`src/rtl/complex_nr_mult_pipe.sv`:
```
// Pipelined signed complex multiplier; 3-stage pipe into an output FIFO, result visible 3 edges after acceptance.
// Credit admission keeps the never-stalling pipe from overrunning the FIFO; COMPLEX_MULT_CONJ_EN adds op_conj (op_1*conj(op_2)).
module complex_nr_mult_pipe #(
  parameter int  DATA_WIDTH = 8,
  parameter int  FIFO_DEPTH = 8,
  localparam int RES_WIDTH  = 2*DATA_WIDTH+1
) (
  input  logic                         clk,
  input  logic                         rstn,
  input  logic                         sw_rst,
  input  logic                         op_val,
  output logic                         op_ready,
  input  logic signed [DATA_WIDTH-1:0] op_1_re,
  input  logic signed [DATA_WIDTH-1:0] op_1_im,
  input  logic signed [DATA_WIDTH-1:0] op_2_re,
  input  logic signed [DATA_WIDTH-1:0] op_2_im,
`ifdef COMPLEX_MULT_CONJ_EN
  input  logic                         op_conj,
`endif
  output logic                         res_val,
  input  logic                         res_ready,
  output logic signed [RES_WIDTH-1:0]  result_re,
  output logic signed [RES_WIDTH-1:0]  result_im
);

  localparam int PW     = $clog2(FIFO_DEPTH);
  localparam int SUM_W  = PW + 2;
  localparam int PROD_W = 2*DATA_WIDTH;

  // Stage 1: operand registers
  logic                         r_s1_vld;
  logic signed [DATA_WIDTH-1:0] r_s1_a, r_s1_b, r_s1_c, r_s1_d;
  logic                         r_s1_conj;

  // Stage 2: partial products
  logic                         r_s2_vld;
  logic signed [PROD_W-1:0]     r_s2_ac, r_s2_bd, r_s2_ad, r_s2_bc;
  logic                         r_s2_conj;

  // Stage 3: combined result
  logic                         r_s3_vld;
  logic signed [RES_WIDTH-1:0]  r_s3_re, r_s3_im;

  // Output FIFO
  logic signed [RES_WIDTH-1:0]  r_mem_re [FIFO_DEPTH];
  logic signed [RES_WIDTH-1:0]  r_mem_im [FIFO_DEPTH];
  logic [PW-1:0]                r_wr_ptr, r_rd_ptr;
  logic [PW:0]                  r_count;

  logic                         w_in_fire;
  logic                         w_conj_in;
  logic                         w_fifo_wr;
  logic                         w_fifo_rd;
  logic [SUM_W-1:0]             w_used;
  logic signed [PROD_W-1:0]     w_a_x, w_b_x, w_c_x, w_d_x;
  logic signed [RES_WIDTH-1:0]  w_ac_x, w_bd_x, w_ad_x, w_bc_x;
  logic signed [RES_WIDTH-1:0]  w_re, w_im;

`ifdef COMPLEX_MULT_CONJ_EN
  assign w_conj_in = op_conj;
`else
  assign w_conj_in = 1'b0;
`endif

  // Credit counts every result that will land in the FIFO; a same-cycle pop is ignored.
  assign w_used   = SUM_W'(r_count) + SUM_W'(r_s1_vld) + SUM_W'(r_s2_vld) + SUM_W'(r_s3_vld);
  assign op_ready = !sw_rst && (w_used < SUM_W'(FIFO_DEPTH));
  assign w_in_fire = op_val && op_ready;

  assign res_val   = (r_count != '0);
  assign result_re = r_mem_re[r_rd_ptr];
  assign result_im = r_mem_im[r_rd_ptr];

  assign w_fifo_wr = r_s3_vld;
  assign w_fifo_rd = res_val && res_ready;

  // Operands sign-extended to product width so each multiply is exact.
  assign w_a_x = {{DATA_WIDTH{r_s1_a[DATA_WIDTH-1]}}, r_s1_a};
  assign w_b_x = {{DATA_WIDTH{r_s1_b[DATA_WIDTH-1]}}, r_s1_b};
  assign w_c_x = {{DATA_WIDTH{r_s1_c[DATA_WIDTH-1]}}, r_s1_c};
  assign w_d_x = {{DATA_WIDTH{r_s1_d[DATA_WIDTH-1]}}, r_s1_d};

  assign w_ac_x = {r_s2_ac[PROD_W-1], r_s2_ac};
  assign w_bd_x = {r_s2_bd[PROD_W-1], r_s2_bd};
  assign w_ad_x = {r_s2_ad[PROD_W-1], r_s2_ad};
  assign w_bc_x = {r_s2_bc[PROD_W-1], r_s2_bc};

  always_comb begin
    w_re = w_ac_x - w_bd_x;
    w_im = w_ad_x + w_bc_x;
    if (r_s2_conj) begin
      w_re = w_ac_x + w_bd_x;
      w_im = w_bc_x - w_ad_x;
    end
  end

  // Control: valids, pointers and count; soft reset has priority over any transfer.
  always_ff @(posedge clk or negedge rstn) begin
    if (!rstn) begin
      r_s1_vld <= 1'b0;
      r_s2_vld <= 1'b0;
      r_s3_vld <= 1'b0;
      r_wr_ptr <= '0;
      r_rd_ptr <= '0;
      r_count  <= '0;
    end else if (sw_rst) begin
      r_s1_vld <= 1'b0;
      r_s2_vld <= 1'b0;
      r_s3_vld <= 1'b0;
      r_wr_ptr <= '0;
      r_rd_ptr <= '0;
      r_count  <= '0;
    end else begin
      r_s1_vld <= w_in_fire;
      r_s2_vld <= r_s1_vld;
      r_s3_vld <= r_s2_vld;
      if (w_fifo_wr) r_wr_ptr <= r_wr_ptr + PW'(1);
      if (w_fifo_rd) r_rd_ptr <= r_rd_ptr + PW'(1);
      case ({w_fifo_wr, w_fifo_rd})
        2'b10:   r_count <= r_count + (PW+1)'(1);
        2'b01:   r_count <= r_count - (PW+1)'(1);
        default: r_count <= r_count;
      endcase
    end
  end

  always_ff @(posedge clk or negedge rstn) begin
    if (!rstn) begin
      r_s1_a    <= '0;
      r_s1_b    <= '0;
      r_s1_c    <= '0;
      r_s1_d    <= '0;
      r_s1_conj <= 1'b0;
    end else if (w_in_fire) begin
      r_s1_a    <= op_1_re;
      r_s1_b    <= op_1_im;
      r_s1_c    <= op_2_re;
      r_s1_d    <= op_2_im;
      r_s1_conj <= w_conj_in;
    end
  end

  always_ff @(posedge clk or negedge rstn) begin
    if (!rstn) begin
      r_s2_ac   <= '0;
      r_s2_bd   <= '0;
      r_s2_ad   <= '0;
      r_s2_bc   <= '0;
      r_s2_conj <= 1'b0;
    end else if (r_s1_vld) begin
      r_s2_ac   <= w_a_x * w_c_x;
      r_s2_bd   <= w_b_x * w_d_x;
      r_s2_ad   <= w_a_x * w_d_x;
      r_s2_bc   <= w_b_x * w_c_x;
      r_s2_conj <= r_s1_conj;
    end
  end

  always_ff @(posedge clk or negedge rstn) begin
    if (!rstn) begin
      r_s3_re <= '0;
      r_s3_im <= '0;
    end else if (r_s2_vld) begin
      r_s3_re <= w_re;
      r_s3_im <= w_im;
    end
  end

  // Entries are cleared on hard reset so the head reads zero out of reset.
  always_ff @(posedge clk or negedge rstn) begin
    if (!rstn) begin
      for (int i = 0; i < FIFO_DEPTH; i++) begin
        r_mem_re[i] <= '0;
        r_mem_im[i] <= '0;
      end
    end else if (w_fifo_wr && !sw_rst) begin
      r_mem_re[r_wr_ptr] <= r_s3_re;
      r_mem_im[r_wr_ptr] <= r_s3_im;
    end
  end

endmodule

```
`config.mk`:
```
export PLATFORM = sky130hd
export DESIGN_NAME = complex_nr_mult_pipe
export DESIGN_NICKNAME = d
export VERILOG_FILES = /design/src/rtl/complex_nr_mult_pipe.sv
export SDC_FILE = /design/constraint.sdc
export NUM_CORES = 1
export LEC_CHECK = 0
export CORE_MARGIN = 5
export CORE_UTILIZATION = 58
export CTS_CLUSTER_SIZE = 30
export DETAILED_ROUTE_END_ITERATION = 10
export GPL_TIMING_DRIVEN = 0
export PLACE_DENSITY = 0.78
export SLEW_MARGIN = 20
export SYNTH_ARGS = -nofsm -noshare
export SYNTH_HDL_FRONTEND = slang
export SYNTH_SLANG_ARGS = --single-unit
```
`constraint.sdc`:
```
create_clock -name clk -period 4.5 [get_ports clk]
set_clock_uncertainty 0.05 [all_clocks]
set_input_delay 0.45 -clock clk [delete_from_list [all_inputs] [get_ports clk]]
set_output_delay 0.45 -clock clk [all_outputs]
set_load 0.05 [all_outputs]
```
==> results of run 1 <==
==> cells in the mapped netlist (all sizes together) (21+ instances only) <==
cell type    n
dfrtp      415
inv        375
mux2       341
fa         224
nand2      217
and2       167
ha         153
clkbuf      80
o21ai       71
mux4        68
xnor2       61
nor2        56
a21oi       42
nor2b       40
buf         34
nand3       21
==> cell usage in the layout, fill, tap and decap left out, types with 8 or more instances in the layout <==
cell type	count
sky130_fd_sc_hd__dfrtp_1	385
sky130_fd_sc_hd__inv_1	355
sky130_fd_sc_hd__mux2_2	337
sky130_fd_sc_hd__nand2_1	209
sky130_fd_sc_hd__fa_1	206
sky130_fd_sc_hd__and2_1	155
sky130_fd_sc_hd__ha_1	120
sky130_fd_sc_hd__clkdlybuf4s50_1	71
sky130_fd_sc_hd__mux4_2	68
sky130_fd_sc_hd__buf_4	67
sky130_fd_sc_hd__clkbuf_1	64
sky130_fd_sc_hd__o21ai_0	58
sky130_fd_sc_hd__nor2_1	55
sky130_fd_sc_hd__clkbuf_16	52
sky130_fd_sc_hd__xnor2_1	52
sky130_fd_sc_hd__a21oi_1	37
sky130_fd_sc_hd__nor2b_1	36
sky130_fd_sc_hd__dfrtp_2	30
sky130_fd_sc_hd__buf_2	28
sky130_fd_sc_hd__ha_4	28
sky130_fd_sc_hd__nand3_1	21
sky130_fd_sc_hd__clkbuf_8	20
sky130_fd_sc_hd__fa_2	18
sky130_fd_sc_hd__inv_2	17
sky130_fd_sc_hd__a21o_1	17
sky130_fd_sc_hd__o211ai_1	16
sky130_fd_sc_hd__o21a_1	16
sky130_fd_sc_hd__and2_4	12
sky130_fd_sc_hd__buf_6	12
sky130_fd_sc_hd__a31oi_1	12
sky130_fd_sc_hd__a211oi_1	11
sky130_fd_sc_hd__nand3b_1	11
sky130_fd_sc_hd__o21ai_2	11
sky130_fd_sc_hd__nor3_1	11
sky130_fd_sc_hd__or2_2	9
sky130_fd_sc_hd__a211o_1	8
sky130_fd_sc_hd__o31ai_1	8
==> state kept, by name, indices dropped and copies added, names as in the netlist <==
| name | cells |
|---|---|
| r_mem_im | 136 |
| r_mem_re | 136 |
| r_s3_im | 17 |
| r_s3_re | 17 |
| r_s2_ac | 16 |
| r_s2_ad | 16 |
| r_s2_bc | 16 |
| r_s2_bd | 16 |
| r_s1_a | 8 |
| r_s1_b | 8 |
| r_s1_c | 8 |
| r_s1_d | 8 |
| r_count | 4 |
| r_rd_ptr | 3 |
| r_wr_ptr | 3 |
| r_s1_vld | 1 |
| r_s2_vld | 1 |
| r_s3_vld | 1 |
==> worst register-to-register path, stage by stage, from the launching register on <==
cell	delay (ns)
sky130_fd_sc_hd__dfrtp_2	0.44
sky130_fd_sc_hd__buf_4	0.18
sky130_fd_sc_hd__and2_1	0.18
sky130_fd_sc_hd__fa_1	0.53
sky130_fd_sc_hd__fa_1	0.45
sky130_fd_sc_hd__fa_1	0.50
sky130_fd_sc_hd__inv_1	0.05
sky130_fd_sc_hd__fa_1	0.48
sky130_fd_sc_hd__inv_1	0.06
sky130_fd_sc_hd__ha_4	0.22
sky130_fd_sc_hd__or2_4	0.25
sky130_fd_sc_hd__o31a_1	0.14
sky130_fd_sc_hd__a311oi_2	0.40
sky130_fd_sc_hd__a21oi_2	0.12
sky130_fd_sc_hd__xnor2_2	0.20
sky130_fd_sc_hd__mux2_4	0.28
==> routing by layer <==
layer	part of all wire [%]	vias to the layer above	routed length, um	track usage (%)
met4	4.9	0	3710	11.8
met3	6.1	209	4650	4.81
met1	40	10600	30400	35.0
met2	49	723	37600	46.1
met5	0	-	0	0
li1	-	9028	-	-
==> kinds of logic (layout without fill, tap and decap cells) <==
| family | Yosys count | after routing | share of synthesized area [%] |
|---|---|---|---|
| AOI/OAI and AO/OA | 257 | 257 | 5.86 |
| xor gates and xnor gates | 67 | 67 | 2.00 |
| adders and majority gates | 377 | 377 | 21.8 |
| buffers and inverters | 489 | 721 | 6.38 |
| DFF | 415 | 415 | 35.4 |
| muxes | 415 | 415 | 18.5 |
| other | 0 | 1 | 0 |
| and+or+nand+nor | 578 | 578 | 10.0 |
==> metrics by stage <==
stage / cell area (sq um) / cells
after floorplan: 29400 / 2598
final: 34300 / 3503
after global routing: 34300 / 3502
after global placement: 30900 / 3342
after detailed placement: 31000 / 3346
after CTS: 33800 / 3487
==> final timing paths <==
check                                     end  slack [ns]  cells after the start
worst max-delay path              r_s2_ac[15]       -0.15                     15
worst min-delay path                r_s1_c[6]        0.33                      3
worst max register to register    r_s2_ac[15]       -0.15                     15
worst min register to register  r_mem_re[111]        0.44                      2
max in group asynchronous           r_s1_b[4]        2.37                      5
min in group asynchronous        r_mem_re[58]        0.36                      2
==> area by class of cell <==
class                           count  area [sq um]
Antenna cell                        1          2.50
Buffer                            113           822
Clock buffer                       68          1270
Clock inverter                     11           181
Fill cell                        3625         15700
Inverter                          375          1420
Multi-Input combinational cell   1694         17900
Sequential cell                   415         10400
Tap cell                          672           841
Timing Repair Buffer              154          1490
==> repair_timing <==
action / CTS / global route
hold buffers: 1 / 0
endpoints found under the hold margin: 64 / 0
pin swaps: 34 / 41
setup buffers: 61 / 14
setup endpoints to repair: 33 / 28
cloned: 1 / 1
resized for setup: 228 / 88
==> impl_summary.txt, run 1 <==
----------------------------------------------------
[Status]
  Result of the run ... finished with violations
  Failing checks ... setup timing

[Yosys]
  Proportion of synthesized flip-flops having asynchronous set or reset ... 100%
  Share of the synthesized area in the top cell type ... between 30% and 40%
  EDFF count, synth ... 0
  Total nets after synthesis ... around 3000
  Number of unique standard cell types used by synthesis ... 63
  Largest area contributor in the synthesized netlist ... sky130_fd_sc_hd__dfrtp_1
  Syn avg cell area ... about 11 sq um
  Synth warnings ... 0
  Number of instances in the synthesized netlist ... 2598
  Count of state elements after synthesis ... between 400 and 500
  Largest cells by area after synthesis ... sky130_fd_sc_hd__dfrtp_1 (35%), sky130_fd_sc_hd__fa_1 (15%), sky130_fd_sc_hd__mux2_2 (13%)
  Register area share after synthesis ... a little over a third
  Synth Cell Area ... about 0.029 sq mm
  Most instantiated flip-flop cell in the synthesis netlist ... sky130_fd_sc_hd__dfrtp_1

[Route]
  Remaining antenna violation count ... 0
  Detailed Routing Iterations Pass 1 ... 5
  Via count of the routed design ... 20500
  Initial detailed-routing violation count ... 1421
  Routed length per placed instance ... 21.8 um
  Detailed-route vias per instance ... between 5 and 6
  WL final ... roughly 76000 um
  # DRC ... 0

[GRT]
  Via count of the first global-routing pass ... ~22000
  Largest net degree at the start of global routing ... roughly 110
  Congestion Overflow GR ... 0
  Antenna violations before repair ... 0
  Global-route wire length before repair ... 121000 um
  Total track usage ... a little over a quarter

[Finish]
  Final Core Density ... 68.6%
  Share of cells above drive strength 1 ... between 20% and 30%
  Area added between synthesis and finish ... 17.0%
  Final Net Count ... approximately 3200

[Die]
  Die width ... 235 um
  Number of top-level pins ... 73
  Core region area ... about 0.050 sq mm
  Die extent in y ... ~230 um
  Initial Utilization ... about 60%
  Number of rows created at floorplan ... 82
  Die Footprint ... between 0.05 and 0.06 sq mm

[Clock network]
  Total clock buffers created by CTS ... 44
  # H-tree levels ... 2
  Bufs on Longest Clock Path ... 3
  Cell at the root of the clock tree ... sky130_fd_sc_hd__clkbuf_16
  Clock Pin Slew Worst Setup and Hold Paths ... about 0.060 ns
  Clock insertion delay at the later pin of the skew report ... ~0.6 ns
  Clock sinks ... roughly 420
  TritonCTS clock tree ... done

[Place]
  Half-perimeter wire length after placement ... 52400 um
  Global placement routability congestion ... 0.926
  Quantity of I/O buffers inserted on ports ... 72
  Worst setup timing slack at the placement stage ... -1.16 ns

[Critical path]
  Worst endpoint required time ... around 4.9 ns
  R2R Path Start ... r_s1_a[3]
  CP startpoint kind ... flop
  Worst Setup SP ... r_s1_a[3]
  Cell with the largest stage delay on the worst path ... sky130_fd_sc_hd__fa_1
  Critical-path maximum fanout ... 7
  Buffers and inverters on the worst path ... 3
  Worst setup path category ... reg2reg
  CP top delay family ... adder cells
  Cell type with the highest occurrence count on the critical path ... sky130_fd_sc_hd__fa_1
  Critical Path, Cell by Cell ... buf_4, and2_1, fa_1, fa_1, fa_1, inv_1, fa_1, inv_1, ha_4, or2_4, o31a_1, a311oi_2, a21oi_2, xnor2_2, mux2_4
  Critical path's largest stage delay ... roughly 0.53 ns
  Critical path data arrival time ... ~5.1 ns
  Element type at the critical path end ... flop

[STA]
  Final number of setup-violating endpoints ... 8
  Accumulated negative setup slack ... -0.598 ns
  Setup repair after global routing missed its margin ... yes
  Share of the clock period used by the worst path after layout ... 103%
  Max_slew headroom ... between 20% and 30%
  Maximum clock frequency ... 215 MHz
  Final hold violations ... 0
  Least setup slack across all paths after layout ... -0.147 ns
  Worst Max-Slew Pin Slew ... about 1.1 ns
  Final Critical Period ... 4.65 ns
  Worst hold margin ... 0.335 ns
  Slew Limit Fails ... 0

[Hold path]
  Hold Path Origin ... op_2_re[6]
  Worst min-delay path class ... in2reg

[Job]
  Max-Cap Viols ... 0

----------------------------------------------------
Power of run 1 is left out: the tool's default activity adds up to more than one toggle a clock period on the data nets, which glitch-free logic cannot reach.
==> run 2, diff against run 1 <==
- ABC_AREA: default -> 1
==> run 2 against run 1 <==
Die area grew 3.0%; critical path type unchanged; via count grew 26%; wire length grew 8.0%; utilization shrank 2.3 points; the flow now finishes without violations; synthesized area grew 3.1%; clock-buffer cell count shrank 4; first-iteration DRC count grew 76%; cell area shrank 0.61%; maximum frequency grew 6.1%; critical path depth grew 3.
==> impl_summary.txt, run 2 <==
----------------------------------------------------
[Route]
  Via count of the routed design ... 25900 (+26%)
  Routed length per placed instance ... 17.2 um (-21%)
  # DRC ... 0 (unchanged)
  Detailed Routing Iterations Pass 1 ... 5 (unchanged)
  Detailed-route vias per instance ... 5.39 (-7.9%)
  Remaining antenna violation count ... 0 (unchanged)
  Initial detailed-routing violation count ... 2500 (+76%)
  WL final ... 82500 um (+8.0%)

[GRT]
  Total track usage ... 29.1% (+1.8 points)
  Met1 routing resource usage after global routing ... 37.8% (+2.8 points)
  Global-route wire length before repair ... 133000 um (+10%)
  Largest net degree at the start of global routing ... 101 (-7.3%)
  Met3 capacity usage during global routing ... 4.07% (-0.74 points)
  Peak-usage layer in the global routing report ... met2
  Congestion Overflow GR ... 0 (unchanged)
  Antenna violations before repair ... 0 (unchanged)
  Via count of the first global-routing pass ... 25600 (+16%)
  Global routing usage on met2 ... 47.8% (+1.7 points)

[Critical path]
  Worst setup path category ... reg2reg
  Element type at the critical path end ... flop
  CP top delay family ... adder cells
  Cell with the largest stage delay on the worst path ... sky130_fd_sc_hd__fa_2
  Buffers and inverters on the worst path ... 5 (+2)
  Cell type with the highest occurrence count on the critical path ... sky130_fd_sc_hd__nand2_1
  CP startpoint kind ... flop
  Critical Path, Cell by Cell ... buf_4, nand2_1, fa_2, buf_4, fa_1, inv_1, fa_1, inv_1, fa_1, inv_1, ha_2, nand2_1, nor2_1, nand3_1, nand3_1, nand2_1, nand3_2, nand2_1
  Critical path data arrival time ... 4.80 ns (-0.26 ns)
  Critical-path maximum fanout ... 6 (-1)
  Critical path's largest stage delay ... 0.51 ns (-0.02 ns)
  Worst endpoint required time ... 4.92 ns (about the same)

[Finish]
  Antenna cells ... 0 (-1)
  Final Net Count ... 4494 (+40%)
  Commonest non-fill, non-tap cells in the layout ... sky130_fd_sc_hd__nand2_1 (1063), sky130_fd_sc_hd__inv_1 (739), sky130_fd_sc_hd__o21ai_0 (430)
  Area added between synthesis and finish ... 12.8%
  Most frequent standard cell in the layout excluding fill and tap cells ... sky130_fd_sc_hd__nand2_1
  Registers with the most flip-flops ... r_mem_im: 136 flops, r_mem_re: 136 flops
  Share of cells above drive strength 1 ... 7.36% (-21 points)

[Yosys]
  Total nets after synthesis ... 4351 (+44%)
  Synth warnings ... 0 (unchanged)
  Number of unique standard cell types used by synthesis ... 33 (-48%)
  Count of state elements after synthesis ... 415 (unchanged)
  Number of instances in the synthesized netlist ... 3937 (+52%)
  Share of the synthesized area in the top cell type ... 34.3% (-1.1 points)
  EDFF count, synth ... 0 (unchanged)
  Count leader, synth ... sky130_fd_sc_hd__nand2_1
  Proportion of synthesized flip-flops having asynchronous set or reset ... 100% (unchanged)
  Register area share after synthesis ... 34.3% (-1.1 points)
  Syn avg cell area ... 7.68 sq um (-32%)
  Synth Cell Area ... 0.0302 sq mm (+3.1%)
  Largest cells by area after synthesis ... sky130_fd_sc_hd__dfrtp_1 (34%), sky130_fd_sc_hd__fa_1 (15%), sky130_fd_sc_hd__nand2_1 (13%)
  Cell types with the highest counts after synthesis ... sky130_fd_sc_hd__nand2_1 (1067), sky130_fd_sc_hd__inv_1 (745), sky130_fd_sc_hd__o21ai_0 (435)
  Most instantiated flip-flop cell in the synthesis netlist ... sky130_fd_sc_hd__dfrtp_1
  Largest area contributor in the synthesized netlist ... sky130_fd_sc_hd__dfrtp_1

[STA]
  Maximum clock frequency ... 228 MHz (+6.1%)
  Worst Max-Slew Pin Slew ... 0.992 ns (-0.0661 ns)
  Final hold violations ... 0 (unchanged)
  Share of the clock period used by the worst path after layout ... 97.3% (-6.0 points)
  Final Critical Period ... 4.38 ns (-0.269 ns)
  Slew Limit Fails ... 0 (unchanged)
  Accumulated negative setup slack ... 0 ns (+0.598 ns)
  Final number of setup-violating endpoints ... 0 (-8)
  Max_slew headroom ... 33.9% (+4.8 points)

[Clock network]
  Clock insertion delay at the later pin of the skew report ... 0.59 ns (about the same)
  Bufs on Longest Clock Path ... 3 (unchanged)
  Cell at the root of the clock tree ... sky130_fd_sc_hd__clkbuf_16
  # H-tree levels ... 2 (unchanged)
  TritonCTS clock tree ... done
  Total clock buffers created by CTS ... 45 (+2.3%)
  Clock Pin Slew Worst Setup and Hold Paths ... 0.06 ns (about the same)
  Clock sinks ... 415 (unchanged)

[Place]
  Quantity of I/O buffers inserted on ports ... 72 (unchanged)
  Half-perimeter wire length after placement ... 64200 um (+23%)
  Global placement routability congestion ... 0.971 (+4.9%)

[Die]
  Die width ... 238 um (+1.5%)
  Initial Utilization ... 58.7% (+0.13 points)
  Number of top-level pins ... 73 (unchanged)
  Die Footprint ... 0.0568 sq mm (+3.0%)
  Number of rows created at floorplan ... 83 (+1.2%)
  Core region area ... 0.0515 sq mm (+2.9%)
  Die extent in y ... 238 um (+1.5%)

[Job]
  Max-Cap Viols ... 0 (unchanged)

[Hold path]
  Worst min-delay path class ... in2reg

[Status]
  Result of the run ... finished clean

----------------------------------------------------
[run 2: cell types whose count changed in the layout (fill, tap and decap cells not counted), moves of 31 or more]
cell                       delta
sky130_fd_sc_hd__nand2_1    +854
sky130_fd_sc_hd__mux2_2     -337
sky130_fd_sc_hd__o21ai_1     +64
sky130_fd_sc_hd__inv_1      +384
sky130_fd_sc_hd__clkbuf_1    +31
sky130_fd_sc_hd__o21ai_0    +372
sky130_fd_sc_hd__nor2b_1     -36
sky130_fd_sc_hd__nand3_1     +95
sky130_fd_sc_hd__mux4_2      -68
sky130_fd_sc_hd__a21oi_1     +50
sky130_fd_sc_hd__and2_1     -150
sky130_fd_sc_hd__nor2_1     +179
[run 2: routing by layer]
layer / share of wire [%] / vias up
met5: 0 / -
met4: 5.8 / 0
met3: 6.9 / 225
met2: 47 / 1011
met1: 40 / 12300
li1: - / 12400
[run 2: logic make-up (layout without fill, tap and decap cells)]
group                    Yosys count  after routing  synth area share (%)
AND/OR/NAND/NOR                 1468           1468                  19.2
buffers and inverters            946           1125                  12.1
AO/OA/AOI/OAI                    691            691                  12.1
flip-flops                       415            415                  34.3
adder cells (fa/ha/maj)          377            377                  21.2
XOR/XNOR                          40             40                  1.16
[run 2: stage by stage]
step / util [%] / hold WS (ns) / instance area [sq um] / worst slack [ns] / cells
after CTS: 65.2 / 0.333 / 33600 / 0.0000284 / 4755
after detailed placement: 62.0 / 0.417 / 31900 / -0.759 / 4693
after floorplan: - / 0.104 / 30200 / 0.213 / 3937
final: 66.2 / 0.345 / 34100 / 0.122 / 4796
after global placement: 61.8 / 0.410 / 31800 / -14.98 / 4689
after global routing: 66.2 / 0.354 / 34100 / -0.0269 / 4796
[run 2: worst paths after layout]
| check | slack (ns) | depth (start not counted) | endpoint | startpoint |
|---|---|---|---|---|
| min in group asynchronous | 0.39 | 2 | r_mem_im[111] | rstn |
| hold / removal | 0.34 | 3 | r_s1_a[2] | op_1_re[2] |
| setup / recovery | 0.12 | 18 | r_s2_bc[13] | r_s1_b[7] |
| max in group asynchronous | 2.64 | 4 | r_s1_b[7] | rstn |
| hold reg to reg | 0.43 | 2 | r_mem_im[20] | r_mem_im[20] |
| setup reg to reg | 0.12 | 18 | r_s2_bc[13] | r_s1_b[7] |
[run 2: what timing repair did]
| action | in CTS | in global routing |
|---|---|---|
| endpoints found under the hold margin | 90 | 0 |
| buffers inserted | 6 | 41 |
| pin swaps | 1 | 8 |
| resized for setup | 96 | 94 |
| setup endpoints to repair | 36 | 29 |
| hold buffers | 1 | 0 |
[run 2: area by class of cell]
type	count	area (sq um)
Buffer	167	897
Clock buffer	64	1270
Clock inverter	19	221
Fill cell	4353	17400
Inverter	751	2820
Multi-Input combinational cell	2576	16400
Sequential cell	415	10400
Tap cell	680	851
Timing Repair Buffer	124	1200
[run 2: tightest hold or removal path, cell delays in order]
cell and delay (ns):
sky130_fd_sc_hd__clkdlybuf4s50_1 0.39, sky130_fd_sc_hd__nand2_1 0.06, sky130_fd_sc_hd__nand2_1 0.04
Power of run 2 is left out for the same reason.
==> run 3, diff against run 2 <==
- CTS_CLUSTER_DIAMETER: default -> 50
==> run 3 against run 2 <==
Utilization hardly changed; via count shrank 0.16%; global-route usage shrank 0.059 points; flip-flop and latch count is the same; sequential share of layout area about the same; die area unchanged; cell area hardly changed; critical path depth up 1; setup slack worse by 0.085 ns; non-clock buffer count is 3 higher; clock-buffer cell count shrank 15.
==> impl_summary.txt, run 3 (synthesized netlist as in run 2, its figures left out) <==
----------------------------------------------------
[Status]
  Result of the run ... finished clean

[Route]
  Via count of the routed design ... 25800 (-0.16%)
  # DRC ... 0 (unchanged)
  Detailed-route vias per instance ... 5.39 (about the same)
  Detailed Routing Iterations Pass 1 ... 6 (+1)
  Remaining antenna violation count ... 0 (unchanged)
  Initial detailed-routing violation count ... 2305 (-7.8%)
  Routed length per placed instance ... 17.2 um (about the same)
  WL final ... 82500 um (about the same)

[Finish]
  Final Core Density ... 66.2% (about the same)
  Area added between synthesis and finish ... 12.8% (about the same)
  Final Net Count ... 4494 (unchanged)
  Fillers ... 4339 (-0.32%)
  Most frequent standard cell in the layout excluding fill and tap cells ... sky130_fd_sc_hd__nand2_1
  Antenna cells ... 0 (unchanged)
  Share of cells above drive strength 1 ... 7.54% (+0.18 points)
  Commonest non-fill, non-tap cells in the layout ... sky130_fd_sc_hd__nand2_1 (1065), sky130_fd_sc_hd__inv_1 (740), sky130_fd_sc_hd__o21ai_0 (430)
  Fin area ... 0.0341 sq mm (about the same)
  Registers with the most flip-flops ... r_mem_im: 136 flops, r_mem_re: 136 flops

[STA]
  Final hold violations ... 0 (unchanged)
  Final Critical Period ... 4.46 ns (+0.0846 ns)
  Worst Max-Slew Pin Slew ... 0.979 ns (-0.0129 ns)
  Maximum clock frequency ... 224 MHz (-1.9%)
  Worst hold margin ... 0.336 ns (-0.00892 ns)
  Setup repair after global routing missed its margin ... yes
  Final number of setup-violating endpoints ... 0 (unchanged)
  Slew Limit Fails ... 0 (unchanged)
  Max_slew headroom ... 34.7% (+0.86 points)
  Share of the clock period used by the worst path after layout ... 99.2% (+1.9 points)

[GRT]
  Largest net degree at the start of global routing ... 101 (unchanged)
  Total track usage ... 29.0% (-0.059 points)
  Congestion Overflow GR ... 0 (unchanged)
  Global-route wire length before repair ... 133000 um (-0.22%)
  Via count of the first global-routing pass ... 25600 (-0.086%)
  Antenna violations before repair ... 0 (unchanged)

[Critical path]
  Worst setup path category ... reg2reg
  Critical path data arrival time ... 4.89 ns (+0.09 ns)
  CP top delay family ... adder cells
  Worst endpoint required time ... 4.92 ns (about the same)
  Critical-path maximum fanout ... 10 (+4)
  Buffers and inverters on the worst path ... 6 (+1)
  Cell type with the highest occurrence count on the critical path ... sky130_fd_sc_hd__inv_1
  Critical path's largest stage delay ... 0.64 ns (+0.13 ns)
  Cell with the largest stage delay on the worst path ... sky130_fd_sc_hd__fa_2
  CP startpoint kind ... flop
  Element type at the critical path end ... flop
  Critical Path, Cell by Cell ... clkbuf_4, nand2_1, inv_1, ha_1, clkinvlp_4, fa_2, inv_1, fa_1, inv_1, fa_1, inv_1, ha_1, nand2_1, nor2_2, nand3_1, nand3_1, nand3_1, nand3_2, nand2_1

[Clock network]
  TritonCTS clock tree ... done
  Cell at the root of the clock tree ... sky130_fd_sc_hd__clkbuf_16
  Clock Pin Slew Worst Setup and Hold Paths ... 0.07 ns (about the same)
  Bufs on Longest Clock Path ... 3 (unchanged)
  Total clock buffers created by CTS ... 42 (-6.7%)
  # H-tree levels ... 2 (unchanged)
  Clock insertion delay at the later pin of the skew report ... 0.59 ns (about the same)
  Clock sinks ... 415 (unchanged)

[Die]
  Die Footprint ... 0.0568 sq mm (unchanged)
  Initial Utilization ... 58.7% (unchanged)
  Number of rows created at floorplan ... 83 (unchanged)
  Number of top-level pins ... 73 (unchanged)
  Die width ... 238 um (unchanged)
  Die extent in y ... 238 um (unchanged)
  Core region area ... 0.0515 sq mm (unchanged)

[Place]
  Half-perimeter wire length after placement ... 64200 um (unchanged)
  Quantity of I/O buffers inserted on ports ... 72 (unchanged)
  Placed Area ... 0.0319 sq mm (unchanged)
  Global placement routability congestion ... 0.971 (unchanged)

[Job]
  Max-Cap Viols ... 0 (unchanged)

[Hold path]
  Worst min-delay path class ... in2reg

----------------------------------------------------
## run 3: metrics by stage
step / setup TNS, ns / instances / setup WS, ns
detailed placement: -17.95 / 4693 / -0.759
finish: 0 / 4791 / 0.0373
floorplan: 0 / 3937 / 0.213
CTS: 0 / 4746 / 0.000208
global placement: -6209.23 / 4689 / -14.98
global route: -0.303 / 4791 / -0.143
## run 3: final timing paths
check	start	endpoint	slack, ns	cells after the start
setup / recovery	r_s1_c[0]	r_s2_bc[15]	0.04	19
hold / removal	op_1_re[2]	r_s1_a[2]	0.34	3
setup reg to reg	r_s1_c[0]	r_s2_bc[15]	0.04	19
hold reg to reg	r_mem_im[113]	r_mem_im[113]	0.43	2
max in group asynchronous	rstn	r_s1_b[2]	2.66	4
min in group asynchronous	rstn	r_mem_im[93]	0.40	2
## run 3: final cells by class
class | instances | area (sq um) | area share [%]
inverters | 751 | 2830 | 8.29
flip-flops and latches | 415 | 10400 | 30.5
clock inverters | 26 | 363 | 1.06
multi-input cells | 2576 | 16400 | 48.1
well taps | 680 | 851 | 2.49
plain buffers | 167 | 881 | 2.58
clock buffers | 49 | 1120 | 3.27
repair buffers | 127 | 1230 | 3.62
## run 3: worst register-to-register path: stages, from the launching register on
cell and delay [ns]:
sky130_fd_sc_hd__dfrtp_2 0.42, sky130_fd_sc_hd__clkbuf_4 0.22, sky130_fd_sc_hd__nand2_1 0.08, sky130_fd_sc_hd__inv_1 0.06
sky130_fd_sc_hd__ha_1 0.33, sky130_fd_sc_hd__clkinvlp_4 0.21, sky130_fd_sc_hd__fa_2 0.64, sky130_fd_sc_hd__inv_1 0.09
sky130_fd_sc_hd__fa_1 0.48, sky130_fd_sc_hd__inv_1 0.05, sky130_fd_sc_hd__fa_1 0.56, sky130_fd_sc_hd__inv_1 0.06
sky130_fd_sc_hd__ha_1 0.33, sky130_fd_sc_hd__nand2_1 0.13, sky130_fd_sc_hd__nor2_2 0.13, sky130_fd_sc_hd__nand3_1 0.09
sky130_fd_sc_hd__nand3_1 0.10, sky130_fd_sc_hd__nand3_1 0.10, sky130_fd_sc_hd__nand3_2 0.14, sky130_fd_sc_hd__nand2_1 0.08
## run 3: timing repair
action / in CTS / in global routing
endpoints found under the hold margin: 90 / 0
buffers inserted: 5 / 45
pin swaps: 1 / 10
endpoints found under the setup margin: 36 / 30
hold buffers: 1 / 0
gates resized for setup: 92 / 96
## run 3: metal layers
metal  up-vias  global-route usage [%]  routed length, um
met1     12300                    37.7              33500
met2       952                    47.9              38800
met5         -                       0                  0
li1      12400                       -                  -
met3       241                    4.46               5480
met4         0                    14.4               4710
Power of run 3 is left out for the same reason.
